**src/rtl/xc_malu_mul_seq.sv**
```systemverilog
// xc_malu_mul_seq: iterative shift-add multiplier for mul/mulh*/clmul* retiring STEP multiplier bits per cycle
module xc_malu_mul_seq #(
  parameter int XLEN = 32,
  parameter int STEP = 1
) (
  input  logic            g_clk,
  input  logic            g_resetn,
  input  logic            flush,
  input  logic            req_valid,
  output logic            req_ready,
  input  logic [XLEN-1:0] rs1,
  input  logic [XLEN-1:0] rs2,
  input  logic            lhs_sign,
  input  logic            rhs_sign,
  input  logic            carryless,
  input  logic            high,
  output logic            rsp_valid,
  input  logic            rsp_ready,
  output logic [XLEN-1:0] result
);
  localparam int N  = XLEN / STEP;
  localparam int CW = $clog2(N) + 1;
  localparam int W  = XLEN + STEP;
  typedef enum logic [1:0] {IDLE, RUN, DONE} state_t;
  state_t state, state_n;
  logic [2*XLEN-1:0] acc;
  logic [XLEN-1:0] a, b;
  logic [CW-1:0] cnt;
  logic ls, rs, cl, hi;
  logic last, sx, neg, accept;
  logic [W-1:0] ae, be, he, sum, clp, step_sum;
  logic [2*XLEN+STEP-1:0] wide;
  assign last = cnt == CW'(N - 1);
  assign sx = ls && !cl;
  // the multiplier's top chunk carries negative weight in the final step when rs2 is signed
  assign neg = rs && !cl && last;
  assign ae = {{STEP{sx && a[XLEN-1]}}, a};
  assign be = {{XLEN{neg && b[STEP-1]}}, b[STEP-1:0]};
  assign he = {{STEP{sx && acc[2*XLEN-1]}}, acc[2*XLEN-1:XLEN]};
  assign sum = he + ae * be;
  always_comb begin
    clp = {{STEP{1'b0}}, acc[2*XLEN-1:XLEN]};
    for (int i = 0; i < STEP; i++)
      if (b[i]) clp = clp ^ ({{STEP{1'b0}}, a} << i);
  end
  assign step_sum = cl ? clp : sum;
  assign wide = {step_sum, acc[XLEN-1:0]};
  assign accept = state == IDLE && req_valid && !flush;
  assign req_ready = state == IDLE;
  assign rsp_valid = state == DONE;
  assign result = (state == DONE) ? (hi ? acc[2*XLEN-1:XLEN] : acc[XLEN-1:0]) : '0;
  always_comb begin
    state_n = state;
    if (flush) state_n = IDLE;
    else if (accept) state_n = RUN;
    else if (state == RUN && last) state_n = DONE;
    else if (state == DONE && rsp_ready) state_n = IDLE;
  end
  always_ff @(posedge g_clk) begin
    if (!g_resetn) begin
      state <= IDLE;
      acc <= '0;
      a <= '0;
      b <= '0;
      cnt <= '0;
      ls <= 1'b0;
      rs <= 1'b0;
      cl <= 1'b0;
      hi <= 1'b0;
    end else begin
      state <= state_n;
      if (accept) begin
        a <= rs1;
        b <= rs2;
        ls <= lhs_sign;
        rs <= rhs_sign;
        cl <= carryless;
        hi <= high;
        acc <= '0;
        cnt <= '0;
      end else if (state == RUN && !flush) begin
        acc <= wide[2*XLEN+STEP-1:STEP];
        b <= b >> STEP;
        cnt <= cnt + CW'(1);
      end
    end
  end
endmodule

```
**config.mk**
```make
export PLATFORM = sky130hd
export DESIGN_NAME = xc_malu_mul_seq
export DESIGN_NICKNAME = d
export VERILOG_FILES = /design/src/rtl/xc_malu_mul_seq.sv
export SDC_FILE = /design/constraint.sdc
export NUM_CORES = 1
export LEC_CHECK = 0
export CAP_MARGIN = 5
export CORE_ASPECT_RATIO = 1.2
export CORE_MARGIN = 2
export CORE_UTILIZATION = 46
export CTS_CLUSTER_DIAMETER = 40
export DETAILED_ROUTE_END_ITERATION = 10
export PLACE_DENSITY = 0.68
export SYNTH_ARGS = -nofsm -noshare
export SYNTH_HDL_FRONTEND = slang
export SYNTH_SLANG_ARGS = --single-unit
```
**constraint.sdc**
```tcl
create_clock -name g_clk -period 12.17 [get_ports g_clk]
set_input_delay 2.434 -clock g_clk [delete_from_list [all_inputs] [get_ports g_clk]]
set_output_delay 2.434 -clock g_clk [all_outputs]
set_load 0.005 [all_outputs]
```
==> impl_metrics.json, run 1 <==
{
  "status": "finished, final reports clean",
  "num_rows": 56,
  "die_x_um": 134,
  "ys.warnings.count": 0,
  "clkTransAtPathRegs_ns": 0.06,
  "worstPathArrival_ns": 2.45,
  "final_core_util_pct": 55.9,
  "cts_made_buffers": 17,
  "rsz0062_at_grt": "false",
  "async_flop_share_pct": 0,
  "seq_area_frac_synth_pct": 30.2,
  "clock-sinks": 140,
  "max-cap-violations": 0,
  "tightestPinTransition_ns": 1.14,
  "netlist_instances": 1201,
  "fin_crit_sh_pct": 40.1,
  "core_um2": 19700,
  "antenna_found_initial": 0,
  "io_buffers": 106,
  "avgSynthCellArea_um2": 7.72,
  "cts.htree.levels": 4,
  "ios": 107,
  "synth_flop_cell": "dfxtp_1",
  "crit_chain": "mux2i_1 > nor2_1 > clkdlybuf4s50_1",
  "grt_overflow": 0,
  "netlist_area_um2": 9270,
  "fin_worst_skew_ns": 0.00978,
  "syn_nets": 1339,
  "grt_max_degree": 72,
  "drt_wl_total_um": 23000,
  "grtUsageTotal_pct": 22.2,
  "cts_root_buffer": "clkbuf_16",
  "dp.cells": 1497,
  "postCtsSetupRepairBufs": 0,
  "die_area_um2": 21300,
  "synth_cell_type_count": 56,
  "required_ns": 9.74,
  "stdcell_count": 1527,
  "hold_viol_final": 0,
  "relSlewSlack_pct": 23.9,
  "ir_worst_vdd_mv": 0.0892,
  "crit_family": "flip-flops",
  "drt_iter0_drc": 523,
  "leakagePower_nw": 4.08,
  "setup_viol": 0,
  "tritoncts": "done",
  "ant_nets": 0,
  "fmax_mhz": 205,
  "dr.pass1.iters": 5,
  "diodes": 0,
  "cts_resized": 0,
  "clockBufferDepth": 2,
  "crit_buf_inv": 1,
  "start_util_pct": 47.1,
  "num_vias": 8279,
  "critical_path.max_stage_delay_ns": 1.06,
  "reg2reg_slack_ns": 7.55,
  "fin_crit_ns": 4.88,
  "drive_gt1_share_pct": 4.34,
  "synth-edff-count": 0,
  "worst_setup_path_end_kind": "primary output",
  "insertion_delay_ns": 0.43,
  "area_delta_synth_final_pct": 18.7,
  "synth_seq_cells": 140,
  "fp.dieH_um": 159,
  "viasPerCell": 5.42,
  "fin_tns_setup_ns": 0,
  "grt_pass1_vias": 8043,
  "dp_hpwl_um": 15900,
  "critical_path.max_fanout": 33,
  "gp_congestion": 0.896,
  "cts_hold_buf": 0,
  "nNetsFinal": 1393,
  "slew_violations": 0,
  "hold_class": "reg -> reg",
  "worst_path_max_delay_cell": "dfxtp_2",
  "worstSetupPathType": "reg -> out",
  "wl_per_cell_um": 15.1,
  "p_per_area_nw_per_um2": 99.0,
  "drc": 0,
  "crit_path_start_kind": "flip-flop",
  "grt_first_pass_wirelength_um": 38900,
  "power_mw": 1.09
}
## final cells by class
cell class                 count  area [um^2]
inverter                      99          372
clock buffer                  17          425
sequential                   140         2800
tap                          261          327
timing repair buffer         116         1130
multi-input combinational    881         5800
clock inverter                13          145
fill                        1913         8680
## synthesized netlist by cell type (6+ instances only)
master,number,area [um^2]
a211oi_1,20,150
a21boi_0,69,518
a21o_1,12,90.1
a21oi_1,97,485
a22oi_1,37,278
buf_1,12,45.0
clkbuf_1,67,251
dfxtp_1,140,2800
fa_1,32,641
ha_1,33,413
inv_1,99,372
mux2i_1,35,350
nand2_1,247,927
nand4_1,8,50.1
nor2_1,76,285
nor3_1,6,30.0
o21ai_0,32,160
or3_1,34,213
xnor2_1,51,447
xor2_1,13,114
## worst min-delay path: cells and delay by family (launching register included)
kind               cells  cell delay (ns)
AOI/OAI and AO/OA      1             0.06
and+or+nand+nor        1             0.04
DFF                    1             0.30
## power by group
part           internal (mW)  switching [mW]  total, mW
sequential             0.471          0.0125      0.484
clock                  0.301           0.209      0.510
combinational         0.0452          0.0503     0.0955
## per-stage QoR
stage                     cell area, um^2  hold WS, ns  setup WS, ns
final                               11000        0.459          7.29
after global routing                11000        0.486          7.11
after CTS                           11000        0.462          7.28
after detailed placement            10400        0.453          7.01
after global placement              10400        0.448          7.08
after floorplan                      9270        0.436          8.21
## path summary, 6_finish.rpt
path                  startpoint  depth (start not counted)              endpoint
max reg2reg  cnt[0]$_SDFFE_PP0P_                         14  acc[63]$_SDFFE_PP0P_
max              hi$_SDFFE_PN0P_                          3            result[27]
min              ls$_SDFFE_PN0P_                          2       ls$_SDFFE_PN0P_
min reg2reg      ls$_SDFFE_PN0P_                          2       ls$_SDFFE_PN0P_
## layer usage
layer  GRT usage (%)  wire (um)
met2            38.7      11600
met5               0          0
met1            27.9      10200
met4            6.33        368
met3            4.20        796
## kinds of logic (layout without fill, tap and decap cells)
| family | Yosys count | count (layout) | share of synthesized area [%] |
|---|---|---|---|
| muxes | 35 | 35 | 3.78 |
| buffers and inverters | 180 | 245 | 7.32 |
| AOI/OAI and AO/OA | 314 | 314 | 22.4 |
| xor gates and xnor gates | 64 | 64 | 6.05 |
| adders and majority gates | 65 | 65 | 11.4 |
| and+or+nand+nor | 403 | 403 | 18.9 |
| DFF | 140 | 140 | 30.2 |
## state kept, by name, summed over array words and instances, names as in the netlist
register,flops
acc,64
a,32
b,32
cnt,6
state,2
cl,1
hi,1
ls,1
rs,1
## placed cells by master, fill, tap and decap left out, types with 33 or more instances in the layout
cell type,Yosys,routed
a21boi_0,69,69
a21oi_1,97,97
a22oi_1,37,37
clkdlybuf4s50_1,0,105
dfxtp_1,140,139
ha_1,33,33
inv_1,99,99
mux2i_1,35,35
nand2_1,247,245
nor2_1,76,75
or3_1,34,34
xnor2_1,51,51
Note: power is estimated with default switching activity, not from simulation.
==> run 2, diff against run 1 <==
==> constraint.sdc (replaced) <==
create_clock -name g_clk -period 4.75 [get_ports g_clk]
set_input_delay 0.95 -clock g_clk [delete_from_list [all_inputs] [get_ports g_clk]]
set_output_delay 0.95 -clock g_clk [all_outputs]
set_load 0.005 [all_outputs]
==> run 2 against run 1 <==
Net effect:
- sequential cell count unchanged
- clock skew about the same
- global-route usage increased by 0.35 points
- worst setup slack got worse by 6.8 ns
- cell count increased by 0.52%
- non-clock buffer count increased by 6
- first-iteration DRC count increased by 13%
- die area unchanged
==> impl_metrics.json, run 2 (synthesis results as in run 1) <==
{
  "drt_iter0_drc": 589,
  "io_buffers": 106,
  "drive_gt1_share_pct": 4.95,
  "insertion_delay_ns": 0.43,
  "tritoncts": "done",
  "setup_viol": 0,
  "worstPathArrival_ns": 4.52,
  "ant_nets": 0,
  "setup_slack_ns": 0.510,
  "start_util_pct": 47.1,
  "final_core_util_pct": 56.5,
  "crit_path_start_kind": "flip-flop",
  "fp.dieH_um": 159,
  "drt_wl_total_um": 23300,
  "grt_pass1_vias": 8183,
  "tightestPinTransition_ns": 1.11,
  "hold_class": "reg -> reg",
  "cts_made_buffers": 17,
  "max-cap-violations": 0,
  "crit_chain": "ha_1 > nand4bb_4 > or3_1 > fa_1 > inv_1 > ha_1 > a21oi_1 > o21ai_0 > o22ai_1 > nor2_1 > a21oi_1 > o31ai_1 > mux2i_1 > a31oi_1",
  "place_ws_ns": 0.548,
  "rr_startpoint": "cnt[0]$_SDFFE_PP0P_",
  "internal_power_mw": 2.23,
  "largest_reg_flops": 64,
  "nNetsFinal": 1399,
  "slew_violations": 0,
  "fin_tns_setup_ns": 0,
  "timing.rr.end": "acc[63]$_SDFFE_PP0P_",
  "hold_path_startpoint": "ls$_SDFFE_PN0P_",
  "cts_resized": 0,
  "gp_congestion": 0.909,
  "regMostFlops": "acc",
  "clock-sinks": 140,
  "required_ns": 5.03,
  "worst_path_max_delay_cell": "fa_1",
  "drc": 0,
  "antenna_found_initial": 0,
  "clockBufferDepth": 2,
  "postCtsSetupRepairBufs": 0,
  "die_x_um": 134,
  "combPwrFrac_pct": 8.3,
  "critical_path.max_stage_delay_ns": 0.53,
  "die_area_um2": 21300,
  "clock_power_share_pct": 50.0,
  "area_delta_synth_final_pct": 20.0,
  "core_um2": 19700,
  "whs_path_depth": 2,
  "layout_commonest_cell": "nand2_1",
  "clkTransAtPathRegs_ns": 0.06,
  "worstHoldEndpoint": "ls$_SDFFE_PN0P_",
  "critical_path.max_fanout": 21,
  "cts.htree.levels": 4,
  "diodes": 0,
  "grt_first_pass_wirelength_um": 39500,
  "status": "finished, final reports clean",
  "reg2reg_slack_ns": 0.51,
  "cts_hold_buf": 0,
  "viasPerCell": 5.37,
  "rsz0062_at_grt": "false",
  "pwr-share-seq_pct": 41.7,
  "num_vias": 8249,
  "fin_crit_sh_pct": 89.3,
  "grt_overflow": 0,
  "fmax_mhz": 236,
  "switching_share_pct": 25.1,
  "worst_setup_path_end_kind": "flip-flop",
  "num_rows": 56,
  "reg_top3": "acc (64), a (32), b (32)",
  "grtUsageTotal_pct": 22.6,
  "p_per_area_nw_per_um2": 267,
  "grt_max_degree": 69,
  "hold_viol_final": 0,
  "leakagePower_nw": 4.15,
  "dr.pass1.iters": 7,
  "rr_worst_depth": 14,
  "cts_root_buffer": "clkbuf_16",
  "fin_crit_ns": 4.24,
  "ios": 107,
  "fin_worst_skew_ns": 0.00979,
  "dp_hpwl_um": 16800,
  "p_switching_mw": 0.745,
  "wl_per_cell_um": 15.2,
  "relSlewSlack_pct": 25.9,
  "final_cell_mix": "245 x nand2_1, 139 x dfxtp_1, 105 x clkdlybuf4s50_1",
  "worstSetupPathType": "reg -> reg",
  "ir_worst_vdd_mv": 0.245
}
[run 2: cell type report]
type	instances	area (um^2)
repair buffers	122	1180
well taps	261	327
multi-input cells	881	5800
fillers	1883	8560
clock buffers	17	425
clock inverters	15	221
flip-flops and latches	140	2800
inverters	99	372
[run 2: per-layer routing]
metal | wire length, um | global-route usage [%] | vias up
li1 | - | - | 4155
met1 | 10200 | 27.3 | 3887
met2 | 11700 | 40.1 | 176
met3 | 990 | 4.49 | 31
met4 | 464 | 6.96 | 0
met5 | 0 | 0 | -
[run 2: how the worst max path moves through the flow]
stage                              from              endpoint  slack [ns]
global route        cnt[0]$_SDFFE_PP0P_  acc[63]$_SDFFE_PP0P_        0.08
global placement    cnt[0]$_SDFFE_PP0P_  acc[58]$_SDFFE_PP0P_        0.61
finish              cnt[0]$_SDFFE_PP0P_  acc[63]$_SDFFE_PP0P_        0.51
CTS                 cnt[0]$_SDFFE_PP0P_  acc[58]$_SDFFE_PP0P_        0.54
floorplan           cnt[0]$_SDFFE_PP0P_  acc[58]$_SDFFE_PP0P_        0.79
detailed placement  cnt[0]$_SDFFE_PP0P_  acc[58]$_SDFFE_PP0P_        0.55
[run 2: per-stage QoR]
stage	instance area, um^2	std cells	power [mW]	hold WS (ns)
2_1_floorplan	9270	1201	1.40	0.436
3_3_place_gp	10500	1503	1.51	0.446
3_5_place_dp	10500	1503	1.51	0.454
4_1_cts	11100	1535	3.01	0.463
5_1_grt	11100	1535	3.08	0.486
6_report	11100	1535	2.97	0.462
[run 2: critical path: cells and delay by family (launching register included)]
kind	cells	cell delay, ns
compound gates	6	1.13
fa+ha+maj	3	1.18
buf+inv	1	0.05
flops	1	0.37
mux	1	0.22
simple gates	3	1.13
[run 2: power groups by stage]
stage | registers [mW] | logic [mW] | clock network, mW
3_5_place_dp | 1.27 | 0.247 | 0
3_3_place_gp | 1.26 | 0.244 | 0
4_1_cts | 1.24 | 0.248 | 1.52
6_report | 1.24 | 0.246 | 1.49
5_1_grt | 1.24 | 0.274 | 1.57
2_1_floorplan | 1.25 | 0.151 | 0
